--- config.mk ---
export PLATFORM = sky130hd
export DESIGN_NAME = ratio_sequencer_flat
export DESIGN_NICKNAME = d
export VERILOG_FILES = /design/src/rtl/ratio_pkg.sv /design/src/rtl/ratio_sequencer_if.sv /design/src/rtl/ratio_acc.sv /design/src/rtl/ratio_sequencer.sv /design/src/flat_wrapper.sv
export SDC_FILE = /design/constraint.sdc
export NUM_CORES = 1
export LEC_CHECK = 0
export CAP_MARGIN = 15
export CORE_MARGIN = 2
export CORE_UTILIZATION = 46
export CTS_CLUSTER_DIAMETER = 80
export DETAILED_ROUTE_END_ITERATION = 7
export PLACE_DENSITY_LB_ADDON = 0.1
export SKIP_CTS_REPAIR_TIMING = 1
export SYNTH_ARGS = -nofsm -noshare
export SYNTH_HDL_FRONTEND = slang
export SYNTH_SLANG_ARGS = --single-unit
--- constraint.sdc ---
create_clock -name clk -period 2.49 [get_ports clk]
set_input_delay 0.498 -clock clk [delete_from_list [all_inputs] [get_ports clk]]
set_output_delay 0.498 -clock clk [all_outputs]
set_load 0.05 [all_outputs]
--- src/rtl/ratio_pkg.sv ---
// Shared types and constants for the ratio sequencer slice.
// Contents: sequencer state enum, bank/point/accumulator/divider widths,
//           constant divisor and the rounding bias used by the accumulator.
package ratio_pkg;

   localparam int NBANKS     = 10;
   localparam int BANK_W     = 4;
   localparam int PT_W       = 11;
   localparam int ACC_W      = 16;
   localparam int DIV_W      = 20;
   localparam int ROUND_BIAS = 5;

   localparam logic [DIV_W-1:0] DIVISOR = 20'd10;

   typedef enum logic [2:0] {
      S_IDLE,
      S_FETCH,
      S_DRAIN,
      S_DIV_START,
      S_DIV_WAIT,
      S_WRITE,
      S_FIN
   } seq_state_t;

   // True on the address of the final bank in a fetch burst.
   function automatic logic is_last_bank(input logic [BANK_W-1:0] b);
      return b == BANK_W'(NBANKS - 1);
   endfunction

endpackage

--- src/rtl/ratio_sequencer_if.sv ---
// Bus bundle between the sequencer, bank storage, shared divider and result buffer.
// master: sequencer side (drives addresses, divider start/operands, result write).
// slave:  environment side (returns bank data, quotient and divider ready).
interface ratio_sequencer_if #(parameter int DW = 12);
   import ratio_pkg::*;

   logic [BANK_W-1:0] rd_bank;
   logic [PT_W-1:0]   rd_point;
   logic [DW-1:0]     rd_data;
   logic              div_start;
   logic [DIV_W-1:0]  div_dividend;
   logic [DIV_W-1:0]  div_divisor;
   logic [DW-1:0]     div_quotient;
   logic              div_ready;
   logic              res_we;
   logic [PT_W-1:0]   res_idx;
   logic [DW-1:0]     res_data;

   modport master (
      output rd_bank, rd_point, div_start, div_dividend, div_divisor,
             res_we, res_idx, res_data,
      input  rd_data, div_quotient, div_ready
   );

   modport slave (
      input  rd_bank, rd_point, div_start, div_dividend, div_divisor,
             res_we, res_idx, res_data,
      output rd_data, div_quotient, div_ready
   );

endinterface

--- src/rtl/ratio_acc.sv ---
// Clear/add accumulator for the ten bank samples of one point.
// Ports: clk, rst (async, active-high), clr, add, din (sample) -> sum (dividend base).
// Macro AVG_ROUND_EN: when defined, sum carries a +5 bias so the /10 rounds half-up.
module ratio_acc
   import ratio_pkg::*;
#(
   parameter int DW = 12
) (
   input  logic             clk,
   input  logic             rst,
   input  logic             clr,
   input  logic             add,
   input  logic [DW-1:0]    din,
   output logic [ACC_W-1:0] sum
);

   logic [ACC_W-1:0] acc;

   // 10 * 4095 plus the bias stays below 2^16, so no saturation is needed.
   always_ff @(posedge clk or posedge rst) begin
      if (rst) begin
         acc <= '0;
      end else if (clr) begin
         acc <= '0;
      end else if (add) begin
         acc <= acc + ACC_W'(din);
      end
   end

`ifdef AVG_ROUND_EN
   assign sum = acc + ACC_W'(ROUND_BIAS);
`else
   assign sum = acc;
`endif

endmodule

--- src/rtl/ratio_sequencer.sv ---
// Point-wise average of 10 measurement banks through one shared external divider.
// Ports: clk, rst (async, active-high), go/switch (start, inhibit), bus (master side of
//        ratio_sequencer_if: bank read, divider, result write), busy/done/overrun status.
// Macro AVG_ROUND_EN (in ratio_acc): rounding average when defined, truncating otherwise.
module ratio_sequencer
   import ratio_pkg::*;
#(
   parameter int POINTS = 500,
   parameter int DW     = 12
) (
   input  logic                clk,
   input  logic                rst,
   input  logic                go,
   input  logic                switch,
   ratio_sequencer_if.master   bus,
   output logic                busy,
   output logic                done,
   output logic                overrun
);

   localparam logic [PT_W-1:0] LAST_POINT = PT_W'(POINTS - 1);

   seq_state_t        state, state_n;
   logic [BANK_W-1:0] bank_cnt, bank_n;
   logic [PT_W-1:0]   point, point_n;
   logic [DW-1:0]     quot_q;
   logic              overrun_q;

   logic              acc_clr;
   logic              acc_add;
   logic              quot_cap;
   logic [ACC_W-1:0]  acc_sum;

   ratio_acc #(.DW(DW)) u_acc (
      .clk (clk),
      .rst (rst),
      .clr (acc_clr),
      .add (acc_add),
      .din (bus.rd_data),
      .sum (acc_sum)
   );

   always_ff @(posedge clk or posedge rst) begin
      if (rst) begin
         state     <= S_IDLE;
         bank_cnt  <= '0;
         point     <= '0;
         quot_q    <= '0;
         overrun_q <= 1'b0;
      end else begin
         state     <= state_n;
         bank_cnt  <= bank_n;
         point     <= point_n;
         if (quot_cap) begin
            quot_q <= bus.div_quotient;
         end
         // Any go outside IDLE (FIN included) is refused and flagged next cycle.
         overrun_q <= go && (state != S_IDLE);
      end
   end

   always_comb begin
      state_n          = state;
      bank_n           = bank_cnt;
      point_n          = point;
      acc_clr          = 1'b0;
      acc_add          = 1'b0;
      quot_cap         = 1'b0;
      bus.rd_bank      = '0;
      bus.rd_point     = '0;
      bus.div_start    = 1'b0;
      bus.div_dividend = '0;
      bus.div_divisor  = DIVISOR;
      bus.res_we       = 1'b0;
      bus.res_idx      = '0;
      bus.res_data     = '0;
      busy             = 1'b0;
      done             = 1'b0;
      overrun          = overrun_q;

      case (state)
         S_IDLE: begin
            if (go && !switch) begin
               state_n = S_FETCH;
               bank_n  = '0;
               point_n = '0;
               acc_clr = 1'b1;
            end
         end

         S_FETCH: begin
            busy         = 1'b1;
            bus.rd_bank  = bank_cnt;
            bus.rd_point = point;
            // Read data lags the address by one cycle: the first fetch cycle has
            // nothing to add yet, and bank 9's data lands during DRAIN.
            acc_add      = (bank_cnt != '0);
            if (is_last_bank(bank_cnt)) begin
               bank_n  = '0;
               state_n = S_DRAIN;
            end else begin
               bank_n  = bank_cnt + 1'b1;
            end
         end

         S_DRAIN: begin
            busy    = 1'b1;
            acc_add = 1'b1;
            state_n = S_DIV_START;
         end

         S_DIV_START: begin
            busy             = 1'b1;
            bus.div_start    = 1'b1;
            bus.div_dividend = DIV_W'(acc_sum);
            state_n          = S_DIV_WAIT;
         end

         S_DIV_WAIT: begin
            busy             = 1'b1;
            bus.div_dividend = DIV_W'(acc_sum);
            if (bus.div_ready) begin
               quot_cap = 1'b1;
               state_n  = S_WRITE;
            end
         end

         S_WRITE: begin
            busy             = 1'b1;
            bus.div_dividend = DIV_W'(acc_sum);
            bus.res_we       = 1'b1;
            bus.res_idx      = point;
            bus.res_data     = quot_q;
            if (point == LAST_POINT) begin
               state_n = S_FIN;
            end else begin
               point_n = point + 1'b1;
               acc_clr = 1'b1;
               state_n = S_FETCH;
            end
         end

         S_FIN: begin
            done    = 1'b1;
            state_n = S_IDLE;
         end

         default: begin
            state_n = S_IDLE;
         end
      endcase
   end

endmodule

--- src/flat_wrapper.sv ---
// flat-port wrapper written by rule: the top's interface ports become plain ports
module ratio_sequencer_flat import ratio_pkg::*;
#(
   parameter int POINTS = 500,
   parameter int DW     = 12
)
  (clk, rst, go, switch, busy, done, overrun, bus_rd_bank, bus_rd_point, bus_div_start, bus_div_dividend, bus_div_divisor, bus_res_we, bus_res_idx, bus_res_data, bus_rd_data, bus_div_quotient, bus_div_ready);
  ratio_sequencer_if #(.DW(DW)) bus_i ();
  input  logic clk;
  input  logic rst;
  input  logic go;
  input  logic switch;
  output logic busy;
  output logic done;
  output logic overrun;
  output wire logic [$bits(bus_i.rd_bank)-1:0] bus_rd_bank;
  output wire logic [$bits(bus_i.rd_point)-1:0] bus_rd_point;
  output wire logic [$bits(bus_i.div_start)-1:0] bus_div_start;
  output wire logic [$bits(bus_i.div_dividend)-1:0] bus_div_dividend;
  output wire logic [$bits(bus_i.div_divisor)-1:0] bus_div_divisor;
  output wire logic [$bits(bus_i.res_we)-1:0] bus_res_we;
  output wire logic [$bits(bus_i.res_idx)-1:0] bus_res_idx;
  output wire logic [$bits(bus_i.res_data)-1:0] bus_res_data;
  input wire logic [$bits(bus_i.rd_data)-1:0] bus_rd_data;
  input wire logic [$bits(bus_i.div_quotient)-1:0] bus_div_quotient;
  input wire logic [$bits(bus_i.div_ready)-1:0] bus_div_ready;
  assign bus_rd_bank = bus_i.rd_bank;
  assign bus_rd_point = bus_i.rd_point;
  assign bus_div_start = bus_i.div_start;
  assign bus_div_dividend = bus_i.div_dividend;
  assign bus_div_divisor = bus_i.div_divisor;
  assign bus_res_we = bus_i.res_we;
  assign bus_res_idx = bus_i.res_idx;
  assign bus_res_data = bus_i.res_data;
  assign bus_i.rd_data = bus_rd_data;
  assign bus_i.div_quotient = bus_div_quotient;
  assign bus_i.div_ready = bus_div_ready;
  ratio_sequencer #(.POINTS(POINTS), .DW(DW)) u_core (.clk(clk), .rst(rst), .go(go), .switch(switch), .bus(bus_i), .busy(busy), .done(done), .overrun(overrun));
endmodule
### Word level (Yosys, flattened, before mapping)

Index checks and enable logic that the tools add are counted.

| operators by class | value |
|---|---|
| add/sub/neg operators | 3 |
| multiply operators | 0 |
| divide/modulo/power cells | 0 |
| $lt $le $gt $ge | 0 |
| equality and inequality tests | 12 |
| shifts and indexed selects | 0 |
| muxes and demuxes | 28 |
| bitwise operators | 0 |
| reduce and logical (&&, ||, !) cells | 14 |

Operators with widths:

| kind | count |
|---|---|
| 16-bit 2-to-1 mux | 3 |
| 11-bit 2-to-1 mux | 4 |
| 11-bit one-hot mux with 2 select lines | 1 |
| 3-bit one-hot mux with 6 select lines | 1 |
| 16-bit by 12-bit adder with 16-bit output | 1 |
| 12-bit 2-to-1 mux | 1 |
| 3-bit 2-to-1 mux | 4 |
| 4-bit 2-to-1 mux | 3 |
| 11-bit by 1-bit adder with 11-bit output (second input constant) | 1 |
| 11-bit by 9-bit == test with 1-bit output (second input constant) | 1 |
| 3-bit == test (second input constant) | 3 |
| 1-bit 2-to-1 mux | 8 |
| 4-bit one-hot mux with 2 select lines | 1 |
| 3-bit by 2-bit == test with 1-bit output (second input constant) | 2 |
| 3-bit AND reduction | 2 |
| 2-bit nonzero test | 3 |
| 5-bit OR reduction | 1 |
| 4-bit by 1-bit adder with 4-bit output (second input constant) | 1 |
| 4-bit == test (second input constant) | 1 |
| 2-bit by 1-bit != test with 1-bit output (second input constant) | 2 |
| 2-bit != test (second input constant) | 2 |
| 1-bit one-hot mux with 2 select lines | 2 |
| 4-bit nonzero test | 1 |
| 3-bit by 1-bit == test with 1-bit output (second input constant) | 1 |
| other kinds (6) | 7 |

| storage, ports and cells | value |
|---|---|
| bits in registers | 47 |
| bits in latches | 0 |
| memory bits (writable) | 0 |
| ROM bits | 0 |
| input port bits | 29 |
| output and inout bits | 83 |
| word-level logic and storage cells | 63 |
| memories kept | 0 |

### Logic depth before layout (Yosys ltp)

| logic depth | value |
|---|---|
| depth in word-level cells | 5 |
| gate-level depth with buffers | 9 |
| mapped depth without buffers | 9 |

### Modules after synthesis

A second synthesis with hierarchy kept.

| unflattened totals | value |
|---|---|
| cell total of the unflattened synthesis | 406 |
| area total of the unflattened synthesis | 3,574.7 um^2 |

By module, submodules not included:

| module | instances | cells an instance | area each (um^2) | seq. area each (um^2) |
|---|---|---|---|---|
| ratio_sequencer | 1 | 245 | 2,152.1 | 775.7 |
| ratio_acc | 1 | 161 | 1,422.6 | 400.4 |

### Worst setup path after synthesis

No wires, ideal clock.

| path | value |
|---|---|
| path kind | input port to flip-flop |
| start point | in bus_rd_data[3] |
| end point | reg u_core.u_acc.acc[7], in the netlist u_core.u_acc.sum[7] |
| setup time | 0.122 ns |
| data arrival time | 1.989 ns |
| data required time | 2.368 ns |
| setup slack | 0.380 ns |
| stages on the path | 7 |
| buffers on the path | 0 |
| cell sequence | ha_1 > a21o_1 > a21oi_1 > a21boi_1 > o21a_1 > or3_1 > a32o_1 |

| between the ends | value |
|---|---|
| word-level cells in the longest chain between the ends | 3 |

RTL lines:

| element | RTL line | source |
|---|---|---|
| start: declaration | flat_wrapper.sv:24 | `input wire logic [$bits(bus_i.rd_data)-1:0] bus_rd_data;` |
| 16-bit by 12-bit adder with 16-bit output | ratio_acc.sv:26 | `acc <= acc + ACC_W'(din);` |
| 16-bit 2-to-1 mux | ratio_acc.sv:25 | `end else if (add) begin` |
| 16-bit 2-to-1 mux | ratio_acc.sv:23 | `end else if (clr) begin` |
| end signal: assignment | ratio_acc.sv:26 |  |
| end: declaration | ratio_acc.sv:17 | `logic [ACC_W-1:0] acc;` |

No other way between the ends. The select of a mux whose other input is x is not followed.
A chain may end at the register's enable or synchronous reset.

### Final worst setup path

| path | value |
|---|---|
| start point | reg u_core.point[0] |
| end point | reg u_core.u_acc.acc[8], in the netlist u_core.u_acc.sum[8] |

| between the ends | value |
|---|---|
| word-level cells in the longest chain between the ends | 4 |
| elaborated cells between the ends (all ways) | 5 |
| those cells by class | eq/ne (1); mux (3); reduce/logical (1) |

RTL lines:

| element | RTL line | source |
|---|---|---|
| start: declaration | ratio_sequencer.sv:25 | `logic [PT_W-1:0] point, point_n;` |
| start signal: assignment | ratio_sequencer.sv:53 | `point <= point_n;` |
| 11-bit by 9-bit == test with 1-bit output * | ratio_sequencer.sv:134 | `if (point == LAST_POINT) begin` |
| 1-bit 2-to-1 mux * | ratio_sequencer.sv:134 |  |
| 1-bit one-hot mux with 2 select lines * | ratio_sequencer.sv:81 | `case (state)` |
| 16-bit 2-to-1 mux or 2-bit nonzero test (tied branches) | -- |  |

Every way passes the cells marked *; elsewhere a longest branch is shown, timed or not.

==> out/qor.yml <==
run_status:
  status: "complete, no violations"
timing:
  final_hold_viol_count: 0
  worst_slew_pin_slew_ns: 0.7375
  min_period_ns: 2.301
  final.setup.tns_ns: 0
  fin_skew_ns: 0.01007
  setup_ws_ns: 0.1890
  whs_ns: 0.4504
  setup_viol: 0
  slew_headroom_pct: 50.73
  slew_violations: 0
  rsz0062_at_grt: "false"
  finalCritPeriodShare_pct: 92.41
  max_freq_ghz: 0.4346
floorplanning:
  initial_core_util_pct: 47.40
  die_w_um: 87.68
  dieArea_mm2: 0.007687
  die_y_um: 87.68
  core_mm2: 0.006794
  io_pins: 112
  rows: 30
synthesis:
  ys_types: 49
  synthArstFlopShare_pct: 100.0
  synth-seq-cells: 47
  synthAdderAreaFrac_pct: 6.838
  synth_compound_area_share_pct: 13.44
  synth_cells: 355
  yosysWarnings: 0
  synth_edf_count: 0
  synth_area_per_cell_um2: 9.072
  synth_top_family_by_area: "simple AND/OR/NAND/NOR gates"
  synth_xor_area_share_pct: 3.807
  synthMuxAreaShare_pct: 5.750
  synth_flop_cell: "dfrtp_1"
  synth_top_cell_by_area: "dfrtp_1"
  yosys.area_share.simple_pct: 24.16
  ys_seq_area_share_pct: 36.52
  synthTopCellsByArea: "dfrtp_1 (37%), and2_1 (6.4%), ha_1 (6.2%), buf_4 (5.8%), and3_1 (4.9%)"
  synth_top_area_share_pct: 36.52
  synthesis.area_mm2: 0.003221
final_layout:
  diodes: 0
  fin_area_mm2: 0.004941
  final_nets: 503
  layout-drive-gt1-share_pct: 23.80
  fin_cells: 554
  areaGrowthSynthToFinish_pct: 53.42
  post-route-util_pct: 72.73
worst_setup_path:
  crit_fanout: 8
  reg2reg_from: "u_core.point[0]"
  critPathLaunchType: "flop"
  crit_path_end_kind: "flop"
  rr_endpoint: "u_core.u_acc.sum[8]"
  critical_path_class: "reg -> reg"
  crit_chain: "ha_1, nand2_1, nor3_1, nand3_1, a21oi_1, nor2b_1, a22o_1"
  slowest_delay_ns: 0.63
  crit_arrival_ns: 2.54
  cp_slowest_cell: "nor2b_1"
  r2r.worst_path.cells: 7
  cp_data_required_time_ns: 2.73
  r2r_slack_ns: 0.19
pwr:
  irDropWorstVdd_mv: 0.5914
  power.switching_mw: 2.368
  p_int_mw: 2.989
  p_per_area_mw_per_mm2: 1084
  p_sw_share_pct: 44.21
  clock_power_share_pct: 12.5
  p_leak_nw: 2.322
  pwr-share-seq_pct: 26.0
  fin_total_pwr_mw: 5.357
  combinationalPowerShare_pct: 61.5
route:
  ant_nets: 0
  vias_per_cell: 5.031
  drt_first_iter_violations: 165
  drt-total-wl_mm: 7.717
  wl_per_cell_um: 13.93
  first_pass_iters: 4
  drc: 0
  dr_total_vias: 2787
global_route:
  grt_pass1_vias: 2802
  grtUsageTotal_pct: 21.11
  grt_use_met2_pct: 36.02
  antenna_found_initial: 0
  grt_util_met1_pct: 28.00
  grt_pass1_wl_mm: 13.05
  busiest_layer: "met2"
  grt_start_max_net_pins: 37
  use_met3_pct: 3.959
  grt_overflow: 0
clocking:
  cts_tree: "yes"
  cts_buffers: 5
  clk_pin_slew_worst_paths_ns: 0.09
  clock_latency_ns: 0.30
  clock_sinks: 47
  clock-root-buffer: "clkbuf_8"
  htree_num_levels: 2
  clock_tree.buffer_depth: 2
place:
  dpl_cell_area_mm2: 0.004802
  pre_cts_ws_ns: -0.1720
  dpl.hpwl_mm: 5.891
  place_congestion: 0.8116
  dp.cells: 546
  port_buffers: 87
flow_run:
  drv_cap: 0
worst_hold_path:
  holdCritPathClass: "in -> async"
## routing by layer
layer | share of wire, % | vias to the layer above
met1 | 44 | 1331
met5 | 0 | -
met2 | 51 | 81
met3 | 4.8 | 6
li1 | - | 1369
met4 | 0.84 | 0
## synthesized netlist by cell type, types with 2 or more instances
| cell type | n |
|---|---|
| dfrtp_1 | 47 |
| and2_1 | 33 |
| nand2_1 | 32 |
| and3_1 | 25 |
| buf_4 | 25 |
| nor2_1 | 22 |
| a21oi_1 | 20 |
| ha_1 | 16 |
| o21ai_0 | 16 |
| mux2_2 | 12 |
| inv_1 | 10 |
| a22o_1 | 8 |
| clkbuf_1 | 8 |
| xnor2_1 | 7 |
| xor2_1 | 7 |
| mux2i_1 | 5 |
| nand4_1 | 5 |
| a21o_1 | 4 |
| buf_2 | 4 |
| nand2b_1 | 4 |
| nand3_1 | 4 |
| nor2b_1 | 4 |
| nor3_1 | 4 |
| o21a_1 | 3 |
| or3_1 | 3 |
| buf_6 | 2 |
| conb_1 | 2 |
| o31ai_1 | 2 |
## area by class of cell
type | instances | area [um2]
multi-input cells | 281 | 1836
well taps | 96 | 120.1
clock inverters | 2 | 60.06
clock buffers | 6 | 72.57
fillers | 506 | 1853
inverters | 10 | 37.54
repair buffers | 112 | 1639
flip-flops and latches | 47 | 1176
## flip-flops by register name (all words and copies together), names as in the netlist
register          cells
u_core.bank_cnt       4
u_core.overrun        1
u_core.point         11
u_core.state          3
u_core.u_acc.sum     16
u_core.quot_q        12
## power groups by stage
stage	combinational [mW]	clock (mW)	sequential, mW
2_1_floorplan	2.13	0	1.30
3_3_place_gp	3.21	0	1.37
3_5_place_dp	3.30	0	1.39
4_1_cts	3.31	0.684	1.38
5_1_grt	3.56	0.708	1.44
6_report	3.29	0.671	1.39
## worst max path at each step
stage               startpoint                   end  slack, ns  cells past startpoint
2_1_floorplan   bus_rd_data[3]   u_core.u_acc.sum[7]       0.38                      7
3_3_place_gp    bus_rd_data[0]  u_core.u_acc.sum[14]      -0.16                     10
3_5_place_dp    bus_rd_data[0]  u_core.u_acc.sum[14]      -0.17                     10
4_1_cts        u_core.state[1]       bus_rd_point[6]       0.09                      4
5_1_grt         bus_rd_data[0]  u_core.u_acc.sum[14]       0.04                     10
6_report       u_core.point[0]   u_core.u_acc.sum[8]       0.19                      7
## critical path: cells and delay by family (launching register included)
kind / cells / cell delay, ns
simple gates: 4 / 1.03
compound gates: 2 / 0.50
flops: 1 / 0.49
fa+ha+maj: 1 / 0.24
## kinds of logic after synthesis
kind of cell    Yosys count
compound gates           65
xor+xnor                 14
fa+ha+maj                17
buf+inv                  49
flops                    47
mux                      17
other cells               2
simple gates            144
## cell usage in the layout (no fill, tap or decap), types with 5 or more instances in the layout
master,n
mux2i_1,5
inv_1,9
and3_1,25
nand2_1,32
buf_4,25
xnor2_1,7
o21ai_0,15
clkbuf_8,5
ha_1,16
xor2_1,7
dfrtp_1,47
nor2_1,22
conb_1,24
a22o_1,8
mux2_2,12
buf_12,58
nand4_1,5
clkdlybuf4s50_1,29
a21oi_1,20
and2_1,33
(Power assumes the default switching activity.)
